**src/rtl/cpu_prog_loader_if.sv**
```systemverilog
// Byte-stream bundle for cpu_prog_loader.
//   s_data/s_valid/s_ready : inbound program frame (loader is the sink)
//   m_data/m_valid/m_ready : outbound register/memory dump (loader is the source)
// Modports:
//   slave  - loader side
//   master - frame producer / dump consumer side
interface cpu_prog_loader_if;
    logic [7:0] s_data;
    logic       s_valid;
    logic       s_ready;
    logic [7:0] m_data;
    logic       m_valid;
    logic       m_ready;

    modport slave (
        input  s_data,
        input  s_valid,
        input  m_ready,
        output s_ready,
        output m_data,
        output m_valid
    );

    modport master (
        output s_data,
        output s_valid,
        output m_ready,
        input  s_ready,
        input  m_data,
        input  m_valid
    );
endinterface

```
**src/rtl/cpu_prog_loader.sv**
```systemverilog
// Byte-stream front end for the 8-bit CPU.
// Accepts a frame {LEN, DCNT, LEN program bytes}, resets the CPU, writes the program one
// byte per clock, waits for done (or a timeout), then streams r0..r7, DM[0..DCNT-1] and a
// trailer status byte (0x00 done, 0xEE timeout).
// Ports:
//   clk, rst       clock; synchronous active-low reset
//   bus            stream bundle (slave side): inbound frame, outbound dump
//   o_cpu_rst      CPU reset, active-high
//   o_isReg        readback select: 1 = register file, 0 = data memory
//   o_cpu_addr     load / readback address
//   o_inst         instruction byte to CPU
//   i_CPU_data     readback data, valid one cycle after address/select change
//   i_is_done      CPU program finished
//   o_busy         high outside IDLE
module cpu_prog_loader #(
    parameter int unsigned RUN_TIMEOUT = 4096
) (
    input  logic             clk,
    input  logic             rst,
    cpu_prog_loader_if.slave bus,
    output logic             o_cpu_rst,
    output logic             o_isReg,
    output logic [7:0]       o_cpu_addr,
    output logic [7:0]       o_inst,
    input  logic [7:0]       i_CPU_data,
    input  logic             i_is_done,
    output logic             o_busy
);

    localparam logic [15:0] TimeoutLast = 16'(RUN_TIMEOUT - 1);
    localparam logic [7:0]  StatusOk    = 8'h00;
    localparam logic [7:0]  StatusTmo   = 8'hEE;

    typedef enum logic [2:0] {
        StIdle, StHdr, StCrst, StLoad, StRun, StRdReg, StRdDm, StTrail
    } state_e;

    // Readback item: address presented, data captured, waiting on sink.
    typedef enum logic [1:0] {PhAddr, PhCap, PhOut} phase_e;

    state_e      state_q, state_d;
    phase_e      phase_q, phase_d;
    logic [7:0]  len_q, len_d;
    logic [7:0]  dcnt_q, dcnt_d;
    logic [7:0]  cnt_q, cnt_d;
    logic [7:0]  addr_q, addr_d;
    logic [7:0]  inst_q, inst_d;
    logic [15:0] run_cnt_q, run_cnt_d;
    logic [7:0]  status_q, status_d;
    logic [7:0]  m_data_q, m_data_d;
    logic        m_valid_q, m_valid_d;

    logic s_ready;
    logic s_acc;
    logic m_hs;
    logic rd_last;

    assign s_ready = rst && (state_q inside {StIdle, StHdr, StLoad});
    assign s_acc   = bus.s_valid && s_ready;
    assign m_hs    = m_valid_q && bus.m_ready;
    assign rd_last = (state_q == StRdReg) ? (addr_q == 8'd7) : (addr_q == dcnt_q - 8'd1);

    always_comb begin
        state_d   = state_q;
        phase_d   = phase_q;
        len_d     = len_q;
        dcnt_d    = dcnt_q;
        cnt_d     = cnt_q;
        addr_d    = addr_q;
        inst_d    = inst_q;
        run_cnt_d = run_cnt_q;
        status_d  = status_q;
        m_data_d  = m_data_q;
        m_valid_d = m_valid_q;

        unique case (state_q)
            StIdle: begin
                if (s_acc) begin
                    len_d   = bus.s_data;
                    state_d = StHdr;
                end
            end
            StHdr: begin
                if (s_acc) begin
                    dcnt_d  = bus.s_data;
                    state_d = StCrst;
                end
            end
            StCrst: begin
                cnt_d     = 8'd0;
                run_cnt_d = 16'd0;
                state_d   = (len_q == 8'd0) ? StRun : StLoad;
            end
            StLoad: begin
                if (s_acc) begin
                    addr_d = cnt_q;
                    inst_d = bus.s_data;
                    cnt_d  = cnt_q + 8'd1;
                    if (cnt_q == len_q - 8'd1) begin
                        state_d = StRun;
                    end
                end
            end
            StRun: begin
                // Done is checked first so it wins over a same-cycle timeout.
                if (i_is_done || run_cnt_q == TimeoutLast) begin
                    status_d = i_is_done ? StatusOk : StatusTmo;
                    state_d  = StRdReg;
                    addr_d   = 8'd0;
                    phase_d  = PhAddr;
                end else begin
                    run_cnt_d = run_cnt_q + 16'd1;
                end
            end
            StRdReg, StRdDm: begin
                unique case (phase_q)
                    PhAddr: phase_d = PhCap;
                    PhCap: begin
                        m_data_d  = i_CPU_data;
                        m_valid_d = 1'b1;
                        phase_d   = PhOut;
                    end
                    PhOut: begin
                        if (m_hs) begin
                            m_valid_d = 1'b0;
                            phase_d   = PhAddr;
                            if (!rd_last) begin
                                addr_d = addr_q + 8'd1;
                            end else if (state_q == StRdReg && dcnt_q != 8'd0) begin
                                state_d = StRdDm;
                                addr_d  = 8'd0;
                            end else begin
                                // Trailer goes out on the very next cycle.
                                state_d   = StTrail;
                                m_data_d  = status_q;
                                m_valid_d = 1'b1;
                            end
                        end
                    end
                    default: phase_d = PhAddr;
                endcase
            end
            StTrail: begin
                if (m_hs) begin
                    m_valid_d = 1'b0;
                    state_d   = StIdle;
                end
            end
            default: state_d = StIdle;
        endcase
    end

    always_ff @(posedge clk) begin
        if (!rst) begin
            state_q   <= StIdle;
            phase_q   <= PhAddr;
            len_q     <= 8'd0;
            dcnt_q    <= 8'd0;
            cnt_q     <= 8'd0;
            addr_q    <= 8'd0;
            inst_q    <= 8'd0;
            run_cnt_q <= 16'd0;
            status_q  <= 8'd0;
            m_data_q  <= 8'd0;
            m_valid_q <= 1'b0;
        end else begin
            state_q   <= state_d;
            phase_q   <= phase_d;
            len_q     <= len_d;
            dcnt_q    <= dcnt_d;
            cnt_q     <= cnt_d;
            addr_q    <= addr_d;
            inst_q    <= inst_d;
            run_cnt_q <= run_cnt_d;
            status_q  <= status_d;
            m_data_q  <= m_data_d;
            m_valid_q <= m_valid_d;
        end
    end

    assign bus.s_ready  = s_ready;
    assign bus.m_data   = m_data_q;
    assign bus.m_valid  = m_valid_q;
    assign o_cpu_rst    = !rst || (state_q inside {StIdle, StHdr, StCrst});
    assign o_isReg      = (state_q == StRdReg);
    assign o_cpu_addr   = addr_q;
    assign o_inst       = inst_q;
    assign o_busy       = (state_q != StIdle);

endmodule

```
**src/flat_wrapper.sv**
```systemverilog
// flat-port wrapper written by rule: the top's interface ports become plain ports
module cpu_prog_loader_flat 
#(
    parameter int unsigned RUN_TIMEOUT = 4096
)
  (clk, rst, o_cpu_rst, o_isReg, o_cpu_addr, o_inst, i_CPU_data, i_is_done, o_busy, bus_s_data, bus_s_valid, bus_m_ready, bus_s_ready, bus_m_data, bus_m_valid);
  cpu_prog_loader_if bus_i ();
  input  logic clk;
  input  logic rst;
  output logic o_cpu_rst;
  output logic o_isReg;
  output logic [7:0] o_cpu_addr;
  output logic [7:0] o_inst;
  input  logic [7:0] i_CPU_data;
  input  logic i_is_done;
  output logic o_busy;
  input wire logic [$bits(bus_i.s_data)-1:0] bus_s_data;
  input wire logic [$bits(bus_i.s_valid)-1:0] bus_s_valid;
  input wire logic [$bits(bus_i.m_ready)-1:0] bus_m_ready;
  output wire logic [$bits(bus_i.s_ready)-1:0] bus_s_ready;
  output wire logic [$bits(bus_i.m_data)-1:0] bus_m_data;
  output wire logic [$bits(bus_i.m_valid)-1:0] bus_m_valid;
  assign bus_i.s_data = bus_s_data;
  assign bus_i.s_valid = bus_s_valid;
  assign bus_i.m_ready = bus_m_ready;
  assign bus_s_ready = bus_i.s_ready;
  assign bus_m_data = bus_i.m_data;
  assign bus_m_valid = bus_i.m_valid;
  cpu_prog_loader #(.RUN_TIMEOUT(RUN_TIMEOUT)) u_core (.clk(clk), .rst(rst), .bus(bus_i), .o_cpu_rst(o_cpu_rst), .o_isReg(o_isReg), .o_cpu_addr(o_cpu_addr), .o_inst(o_inst), .i_CPU_data(i_CPU_data), .i_is_done(i_is_done), .o_busy(o_busy));
endmodule
```
**config.mk**
```make
export PLATFORM = sky130hd
export DESIGN_NAME = cpu_prog_loader_flat
export DESIGN_NICKNAME = d
export VERILOG_FILES = /design/src/rtl/cpu_prog_loader_if.sv /design/src/rtl/cpu_prog_loader.sv /design/src/flat_wrapper.sv
export SDC_FILE = /design/constraint.sdc
export NUM_CORES = 1
export LEC_CHECK = 0
export ABC_AREA = 1
export BUFFER_PORTS_ARGS = -buffer_cell sky130_fd_sc_hd__buf_2
export CAP_MARGIN = 20
export CELL_PAD_IN_SITES_DETAIL_PLACEMENT = 1
export CELL_PAD_IN_SITES_GLOBAL_PLACEMENT = 2
export CORE_MARGIN = 2
export CORE_UTILIZATION = 30
export CTS_BUF_LIST = sky130_fd_sc_hd__clkbuf_8
export DETAILED_ROUTE_END_ITERATION = 16
export GPL_TIMING_DRIVEN = 0
export PLACE_DENSITY = 0.81
export SLEW_MARGIN = 0
export SYNTH_ARGS = -nofsm -noshare
export SYNTH_HDL_FRONTEND = slang
export SYNTH_SLANG_ARGS = --single-unit
```
**constraint.sdc**
```tcl
create_clock -name clk -period 2 [get_ports clk]
set_input_delay 0.4 -clock clk [delete_from_list [all_inputs] [get_ports clk]]
set_output_delay 0.4 -clock clk [all_outputs]
set_load 0.01 [all_outputs]
```
==> flow_summary.json, run 1 <==
{
  "yosysTopAreaCell": "dfxtp_1",
  "drive_gt1_share_pct": 26.3,
  "synthCells": 600,
  "wire_per_inst_um": 15.2,
  "synth_top_cell_area_share_pct": 35.4,
  "antenna_found_initial": 0,
  "min_path_cells": 3,
  "cts_root_buf": "clkbuf_8",
  "run_status": "completed",
  "yosys_warnings": 0,
  "hold_buffers": 0,
  "fmax_ghz": 0.512,
  "tightest_slew_ns": 0.718,
  "worstSetupPathType": "reg2reg",
  "io_pins": 50,
  "finalCritPeriodShare_pct": 97.7,
  "slew_headroom_pct": 52.1,
  "cts_buffer_depth": 2,
  "die-area_mm2": 0.0143,
  "hold_class": "in2reg",
  "die_w_um": 120,
  "grt_max_degree": 13,
  "syn-num-nets": 628,
  "grt_pass1_wl_um": 20600,
  "power_density_mw_per_mm2": 1090,
  "async_flop_share_pct": 0,
  "ant_nets": 0,
  "fin_tns_setup_ns": 0,
  "cts-buffers-inserted": 9,
  "setup_violations": 0,
  "rsz0062_at_grt": "true",
  "fin_cells": 850,
  "gp_congestion": 0.857,
  "syn_area_per_cell_um2": 6.70,
  "synthTopCellsByArea": "dfxtp_1, nand2_1, nor2_1",
  "syn2layout_area_growth_pct": 27.3,
  "synth_edf_count": 0,
  "yosys_most_used_dff": "dfxtp_1",
  "ys_ff_latch": 71,
  "routed_wl_um": 12900,
  "fin_skew_ns": 0.00990,
  "timing.rr.start": "u_core.state_q[1]",
  "finalPower_mw": 5.59,
  "r2r_slack_ns": 0.05,
  "rows": 42,
  "post-route-drc-count": 0,
  "peakVddDrop_mv": 0.327,
  "port_buffers": 48,
  "endpoint_kind": "flop",
  "clk_pin_slew_ns": 0.08,
  "required_ns": 2.24,
  "ctsHtreeMaxLevel": 3,
  "p_leak_nw": 2.21,
  "crit_fanout": 8,
  "crit_chain": "inv_2, nand3_4, buf_4, nand4_1, nand2_1, nor2_2, nand3_2, nor2_4, nand3_2, nand2_4, nand2_4, nand2_2, a21oi_2",
  "cpPeakStageDelay_ns": 0.37,
  "num_antenna_cells": 0,
  "vias": 4177,
  "clock_latency_ns": 0.38,
  "ys_seq_area_share_pct": 35.4,
  "drt_pass1_iterations": 4,
  "grt_use_total_pct": 18.3,
  "holdCritStartpoint": "bus_s_data[5]",
  "fillers": 1684,
  "hpwl_um": 9710,
  "cts.sinks": 71,
  "dp.cells": 824,
  "crit_family": "simple AND/OR/NAND/NOR gates",
  "rr_worst_depth": 13,
  "finalCriticalPeriod_ns": 1.95,
  "core_mm2": 0.0131,
  "crit-reg2reg-capture": "u_core.bus.m_data[7]",
  "die_y_um": 120,
  "grt_pass1_vias": 4196,
  "maxCapViolations": 0,
  "vias_per_cell": 4.91,
  "cts_tree": "done",
  "syn-cell-area_mm2": 0.00402,
  "finalHoldViolations": 0,
  "nets": 697,
  "crit_buf_inv": 2,
  "drt_iter0_markers": 187,
  "crit_slowest_cell": "dfxtp_2",
  "holdPathEnd": "u_core.o_inst[5]",
  "worstPathArrival_ns": 2.20,
  "initial_core_util_pct": 30.6,
  "cp-start-kind": "flop",
  "ys_types": 39,
  "final_max_slew_viol_count": 0,
  "overflow": 0
}
==> tightest hold or removal path, delay by kind of cell <==
family,cells,cell delay (ns)
AND/OR/NAND/NOR,2,0.14
buffers and inverters,1,0.10
==> how the worst max path moves through the flow <==
stage,cells past startpoint,from,endpoint,slack (ns)
2_1_floorplan,14,u_core.dcnt_q[0],u_core.o_cpu_addr[0],0.09
3_3_place_gp,13,u_core.dcnt_q[0],u_core.bus.m_data[1],-0.31
3_5_place_dp,13,u_core.dcnt_q[0],u_core.bus.m_data[0],-0.35
4_1_cts,16,u_core.dcnt_q[0],u_core.o_cpu_addr[0],0.006
5_1_grt,14,u_core.dcnt_q[1],u_core.bus.m_data[3],-0.1
6_report,13,u_core.state_q[1],u_core.bus.m_data[7],0.05
==> cell usage in the layout, fill, tap and decap left out, types with 3 or more instances in the layout <==
cell	n
buf_2	50
inv_2	8
a211oi_1	3
o21ai_1	4
nand3_1	52
clkbuf_1	5
buf_4	7
nor3_1	8
xor2_1	13
clkbuf_8	10
bufinv_16	4
nor2_4	9
ha_4	3
nand3_2	7
dfxtp_2	8
inv_1	59
nand2_4	8
nand2_1	110
nand2_2	21
dfxtp_4	3
nand4_1	12
nor3_2	3
o21ai_0	37
ha_1	4
a21oi_2	4
nand3_4	4
nor2_1	74
a21oi_1	45
dfxtp_1	60
nor2_2	9
==> where the power goes <==
part	switching (mW)	internal [mW]	leakage, nW	total (mW)
Sequential	0.240	1.60	0.581	1.84
Clock	0.594	0.948	0.131	1.54
Combinational	1.41	0.796	1.50	2.21
Total	2.25	3.35	2.21	5.59
==> logic make-up after synthesis <==
group	share of synthesized area, %
fa+ha+maj	2.18
compound gates	14.2
simple gates	37.2
flops	35.4
xor+xnor	2.83
buf+inv	8.28
==> layout make-up <==
type,instances,area [um^2],area share [%]
Tap cell,176,220,4.30
Clock inverter,7,136,2.67
Sequential cell,71,1440,28.2
Timing Repair Buffer,56,304,5.94
Buffer,12,81.3,1.59
Multi-Input combinational cell,450,2540,49.7
Inverter,69,267,5.21
Clock buffer,9,124,2.42
==> cell usage after synthesis, types with 2 or more instances <==
| cell | instances |
|---|---|
| nand3_1 | 58 |
| a211oi_1 | 3 |
| dfxtp_1 | 71 |
| nand3_2 | 3 |
| nand4_1 | 12 |
| buf_2 | 3 |
| nand2_4 | 3 |
| a31oi_1 | 2 |
| nor4_1 | 2 |
| a21oi_1 | 50 |
| ha_1 | 7 |
| inv_1 | 64 |
| o21ai_0 | 42 |
| nor2_4 | 4 |
| clkbuf_1 | 6 |
| nor3_2 | 3 |
| buf_6 | 2 |
| nand2_1 | 128 |
| nor2_1 | 84 |
| nand3_4 | 2 |
| nor2_2 | 4 |
| nor3_1 | 8 |
| nand2_2 | 8 |
| inv_2 | 4 |
| xor2_1 | 13 |
==> flip-flops by register name, indices dropped and copies added (netlist names), 2 cells and up <==
signal / cells
u_core.run_cnt_q: 16
u_core.bus.m_data: 8
u_core.cnt_q: 8
u_core.dcnt_q: 8
u_core.len_q: 8
u_core.o_cpu_addr: 8
u_core.o_inst: 8
u_core.state_q: 3
u_core.phase_q: 2
==> routing by layer <==
metal / wire length [um] / GRT usage, % / vias up / share of wire (%)
li1: - / - / 2110 / -
met2: 6160 / 30.5 / 45 / 48
met4: 294 / 7.94 / 0 / 2.3
met1: 6160 / 23.4 / 2005 / 48
met3: 278 / 2.66 / 17 / 2.2
met5: 0 / 0 / - / 0
==> through the flow <==
step           setup slack (ns)  area [um^2]  utilization (%)  hold slack [ns]
2_1_floorplan            0.0869         4020                -            0.443
3_3_place_gp             -0.313         4480             34.1            0.450
3_5_place_dp             -0.347         4480             34.1            0.458
4_1_cts                 0.00570         4850             36.9            0.268
5_1_grt                 -0.0999         5120             38.9            0.301
6_report                 0.0450         5120             38.9            0.287
==> what timing repair did <==
action	4_1_cts	5_1_grt
resized for setup	30	66
cloned	0	2
setup endpoints to repair	39	34
buffers inserted	2	6
pin swaps	4	16
Power figures use the tool's default switching activity.
==> run 2: changes to the inputs <==
==> constraint.sdc (replaced) <==
create_clock -name clk -period 2 [get_ports clk]
set_input_delay 0 -clock clk [delete_from_list [all_inputs] [get_ports clk]]
set_output_delay 0 -clock clk [all_outputs]
set_load 0.01 [all_outputs]
==> flow_summary.json, run 2 (synthesis gave the netlist of run 1 again) <==
{
  "nets": 714,
  "antenna_found_initial": 0,
  "cp-start-kind": "flop",
  "setup_violations": 0,
  "port_buffers": 48,
  "final_cell_mix": "nand2_1, nor2_1, dfxtp_1",
  "cts_tree": "done",
  "cts.sinks": 71,
  "drt_pass1_iterations": 7,
  "drt_iter0_markers": 174,
  "vias": 4271,
  "post-route-drc-count": 0,
  "crit_chain": "inv_2, nand3_4, buf_4, nand4_1, nand2_1, nor2_2, nand3_2, nor2_4, nand3_2, nand2_4, nand2_8, nand2_4, a21oi_2",
  "final_max_slew_viol_count": 0,
  "mostFrequentLayoutCell": "nand2_1",
  "required_ns": 2.24,
  "crit_fanout": 8,
  "ant_nets": 0,
  "grt_use_total_pct": 18.7,
  "hold_class": "in2reg",
  "maxCapViolations": 0,
  "crit_slowest_cell": "dfxtp_2",
  "wire_per_inst_um": 15.3,
  "overflow": 0,
  "die_y_um": 120,
  "grt_max_degree": 13,
  "p_leak_nw": 2.28,
  "tightest_slew_ns": 0.738,
  "rsz0062_at_grt": "true",
  "grt_pass1_vias": 4259,
  "routed_wl_um": 13200,
  "endpoint_kind": "flop",
  "top_register": "u_core.run_cnt_q",
  "ctsHtreeMaxLevel": 3,
  "vias_per_cell": 4.93,
  "hold_ws_ns": 0.0216,
  "r2r_slack_ns": 0.05,
  "io_pins": 50,
  "crit_family": "simple AND/OR/NAND/NOR gates",
  "grt_pass1_wl_um": 21100,
  "cts_root_buf": "clkbuf_8",
  "crit_buf_inv": 2,
  "power_density_mw_per_mm2": 1060,
  "peakVddDrop_mv": 0.327,
  "gp_congestion": 0.857,
  "finalHoldViolations": 0,
  "clock_latency_ns": 0.38,
  "fin_skew_ns": 0.0115,
  "finalCritPeriodShare_pct": 97.7,
  "run_status": "completed",
  "initial_core_util_pct": 30.6,
  "largest_register_ffs": 16,
  "clk_pin_slew_ns": 0.08,
  "fmax_ghz": 0.512,
  "worstPathArrival_ns": 2.19,
  "rows": 42,
  "fillers": 1671,
  "hpwl_um": 9710,
  "cts-buffers-inserted": 9,
  "syn2layout_area_growth_pct": 31.5,
  "worstSetupPathType": "reg2reg",
  "finalCriticalPeriod_ns": 1.95,
  "num_antenna_cells": 0,
  "die_w_um": 120,
  "slew_headroom_pct": 50.8,
  "cpPeakStageDelay_ns": 0.37,
  "drive_gt1_share_pct": 25.5,
  "finalPower_mw": 5.62,
  "die-area_mm2": 0.0143,
  "cts_buffer_depth": 2,
  "core_mm2": 0.0131
}
## run 2: changes by cell type in the layout (fill, tap and decap cells not counted), sizes merged
cell	change
dlygate4sd3	+17
## run 2: tightest hold or removal path, cell delays in order
cell     delay [ns]
buf_2          0.10
nand2_1        0.05
nand2_1        0.06
nand3_2        0.08
a21oi_2        0.06
## run 2: repair_timing
item / 4_1_cts / 5_1_grt
cloned: 0 / 2
resized for setup: 29 / 66
pin swaps: 4 / 16
hold endpoints to repair: 30 / 0
endpoints found under the setup margin: 38 / 33
hold buffers: 17 / 0
buffers inserted: 2 / 6
## run 2: path summary, 6_finish.rpt
kind / start / endpoint / cells after the start
setup / recovery: u_core.state_q[1] / u_core.bus.m_data[0] / 13
hold / removal: i_CPU_data[2] / u_core.bus.m_data[2] / 5
setup reg to reg: u_core.state_q[1] / u_core.bus.m_data[0] / 13
hold reg to reg: u_core.bus.m_data[3] / u_core.bus.m_data[3] / 2
## run 2: stage by stage
stage	TNS, ns	area, um^2	cells	utilization (%)	worst slack, ns
after floorplan	0	4020	600	-	0.0869
after global placement	-6.34	4480	824	34.1	-0.313
after detailed placement	-7.57	4480	824	34.1	-0.347
after CTS	0	5020	859	38.2	0.00570
after global routing	-1.41	5280	867	40.2	-0.0995
final	0	5280	867	40.2	0.0462
## run 2: routing by layer
metal  global-route usage [%]  up-vias  wire length, um
met2                     31.5       58             6390
met1                     23.9     2047             6230
li1                         -     2149                -
met5                        0        -                0
met3                     2.71       17              343
met4                     7.94        0              289
## run 2: area by class of cell
| class | instances | area (um^2) | share of cell area [%] |
|---|---|---|---|
| Clock inverter | 7 | 136 | 2.58 |
| Timing Repair Buffer | 73 | 474 | 8.97 |
| Clock buffer | 9 | 124 | 2.34 |
| Sequential cell | 71 | 1440 | 27.3 |
| Inverter | 69 | 267 | 5.04 |
| Multi-Input combinational cell | 450 | 2540 | 48.0 |
| Tap cell | 176 | 220 | 4.17 |
| Buffer | 12 | 81.3 | 1.54 |
## run 2: power breakdown
group	switching (mW)	total, mW	internal [mW]
clock network	0.594	1.54	0.948
registers	0.239	1.84	1.60
logic	1.42	2.23	0.816
==> run 3: changes to the inputs <==
--- a/config.mk
+++ b/config.mk
@@ -11,11 +11,11 @@
 export CELL_PAD_IN_SITES_DETAIL_PLACEMENT = 1
 export CELL_PAD_IN_SITES_GLOBAL_PLACEMENT = 2
 export CORE_MARGIN = 2
-export CORE_UTILIZATION = 30
-export CTS_BUF_LIST = sky130_fd_sc_hd__clkbuf_8
+export CORE_UTILIZATION = 29
+export CTS_BUF_LIST = sky130_fd_sc_hd__clkbuf_16
 export DETAILED_ROUTE_END_ITERATION = 16
 export GPL_TIMING_DRIVEN = 0
-export PLACE_DENSITY = 0.81
+export PLACE_DENSITY = 0.79
 export SLEW_MARGIN = 0
 export SYNTH_ARGS = -nofsm -noshare
 export SYNTH_HDL_FRONTEND = slang
==> flow_summary.json, run 3 (synthesis gave the netlist of run 1 again) <==
{
  "largest_register_ffs": 16,
  "crit_buf_inv": 2,
  "p_leak_nw": 2.39,
  "ctsHtreeMaxLevel": 3,
  "post-route-drc-count": 0,
  "worstPathArrival_ns": 2.21,
  "initial_core_util_pct": 29.3,
  "fillers": 1715,
  "top_register": "u_core.run_cnt_q",
  "antenna_found_initial": 0,
  "wire_per_inst_um": 16.0,
  "hold_class": "in2reg",
  "crit_slowest_cell": "dfxtp_4",
  "ant_nets": 0,
  "crit_chain": "inv_4, ha_4, nand2_2, nand2_2, nand2_2, nand2_2, nor2_4, nand3_2, nor2_4, nand3_2, nand3_4, buf_8, nand2_2, nand2_1, nor2_1",
  "drive_gt1_share_pct": 32.0,
  "cp-start-kind": "flop",
  "cts_root_buf": "clkbuf_16",
  "crit-reg2reg-capture": "u_core.o_cpu_addr[6]",
  "maxCapViolations": 0,
  "finalCriticalPeriod_ns": 1.97,
  "endpoint": "u_core.o_cpu_addr[6]",
  "final_max_slew_viol_count": 0,
  "die_y_um": 122,
  "rows": 43,
  "rr_worst_depth": 15,
  "crit_path_frequent_cell": "nand2_2",
  "fin_tns_setup_ns": 0,
  "clk_pin_slew_ns": 0.06,
  "power_density_mw_per_mm2": 1120,
  "r2r_slack_ns": 0.03,
  "die-area_mm2": 0.0148,
  "layout_setup_ws_ns": 0.0319,
  "drt_iter0_markers": 207,
  "grt_use_total_pct": 19.1,
  "finalHoldViolations": 0,
  "die_w_um": 122,
  "crit_cells": 15,
  "hpwl_um": 9920,
  "cts_buffer_depth": 2,
  "fin_skew_ns": 0.00945,
  "vias_per_cell": 4.91,
  "final_cell_mix": "nand2_1, nor2_1, inv_1",
  "dpl_worst_slack_ns": -0.428,
  "cts-buffers-inserted": 9,
  "crit_fanout": 5,
  "cts_tree": "done",
  "slew_headroom_pct": 52.7,
  "core_mm2": 0.0137,
  "tightest_slew_ns": 0.710,
  "crit_family": "simple AND/OR/NAND/NOR gates",
  "grt_max_degree": 12,
  "grt_pass1_vias": 4308,
  "nets": 717,
  "setup_violations": 0,
  "drt_pass1_iterations": 4,
  "finalPower_mw": 6.27,
  "io_pins": 50,
  "gp_congestion": 0.846,
  "hold_ws_ns": 0.0400,
  "timing.rr.start": "u_core.dcnt_q[1]",
  "vias": 4289,
  "cpPeakStageDelay_ns": 0.37,
  "worstSetupPathType": "reg2reg",
  "routed_wl_um": 14000,
  "run_status": "completed",
  "syn2layout_area_growth_pct": 39.0,
  "grt_pass1_wl_um": 21900,
  "overflow": 0,
  "crit_start": "u_core.dcnt_q[1]",
  "port_buffers": 48,
  "required_ns": 2.24,
  "fmax_ghz": 0.508,
  "clock_latency_ns": 0.35,
  "peakVddDrop_mv": 0.481,
  "rsz0062_at_grt": "true",
  "cts.sinks": 71,
  "endpoint_kind": "flop",
  "num_antenna_cells": 0,
  "mostFrequentLayoutCell": "nand2_1",
  "finalCritPeriodShare_pct": 98.4
}
## run 3: cell count changes in the layout (fill, tap and decap cells not counted), sizes merged
cell / delta
clkinvlp: -1
buf: +8
clkbuf: +1
dlygate4sd3: -7
nand3: +1
inv: +2
bufinv: -1
## run 3: layout make-up
type / count / area [um^2] / share of cell area [%]
multi-input combinational: 451 / 2690 / 48.1
clock buffer: 9 / 225 / 4.03
clock inverter: 7 / 105 / 1.88
inverter: 69 / 282 / 5.04
sequential: 71 / 1460 / 26.1
tap: 180 / 225 / 4.03
timing repair buffer: 75 / 526 / 9.40
buffer: 12 / 81.3 / 1.46
## run 3: timing repair
item                                    4_1_cts  5_1_grt
hold buffers                                 10        0
cloned                                        0        4
hold endpoints to repair                     16        0
pin swaps                                     4       39
gates resized for setup                      34      120
setup buffers                                 2       14
endpoints found under the setup margin       39       39
## run 3: worst min-delay path by stage
| stage | start | endpoint | slack, ns | depth (start not counted) |
|---|---|---|---|---|
| 3_3_place_gp | bus_s_data[3] | u_core.o_inst[3] | 0.27 | 3 |
| 3_5_place_dp | bus_s_data[3] | u_core.o_inst[3] | 0.28 | 3 |
| 6_report | i_CPU_data[7] | u_core.bus.m_data[7] | 0.04 | 5 |
| 5_1_grt | i_CPU_data[6] | u_core.bus.m_data[6] | 0.07 | 5 |
| 4_1_cts | i_CPU_data[7] | u_core.bus.m_data[7] | 0.03 | 5 |
| 2_1_floorplan | bus_s_data[0] | u_core.o_inst[0] | 0.13 | 2 |
## run 3: worst reg2reg max path, cell delays in order, from the launching register on
cell and delay (ns):
dfxtp_4 0.37, inv_4 0.04, ha_4 0.24, nand2_2 0.07, nand2_2 0.05, nand2_2 0.07
nand2_2 0.07, nor2_4 0.11, nand3_2 0.09, nor2_4 0.17, nand3_2 0.14, nand3_4 0.14
buf_8 0.15, nand2_2 0.05, nand2_1 0.06, nor2_1 0.04
## run 3: metal layers
layer  global-route usage [%]  vias to the layer above  part of all wire [%]
li1                         -                     2154                     -
met1                     25.0                     2059                    47
met2                     31.1                       55                    47
met3                     2.72                       21                   2.9
met4                     8.41                        0                   2.4
met5                        0                        -                     0
## run 3: power by group
group          switching (mW)  total (mW)  internal [mW]
clock network           0.637        1.84           1.20
registers               0.266        1.88           1.61
logic                    1.57        2.55          0.983
## run 3: metrics by stage
stage	instance area (um^2)	cells	util [%]
6_report	5590	874	40.7
5_1_grt	5590	874	40.7
3_5_place_dp	4480	828	32.7
4_1_cts	5030	856	36.7
2_1_floorplan	4020	600	-
3_3_place_gp	4480	828	32.7
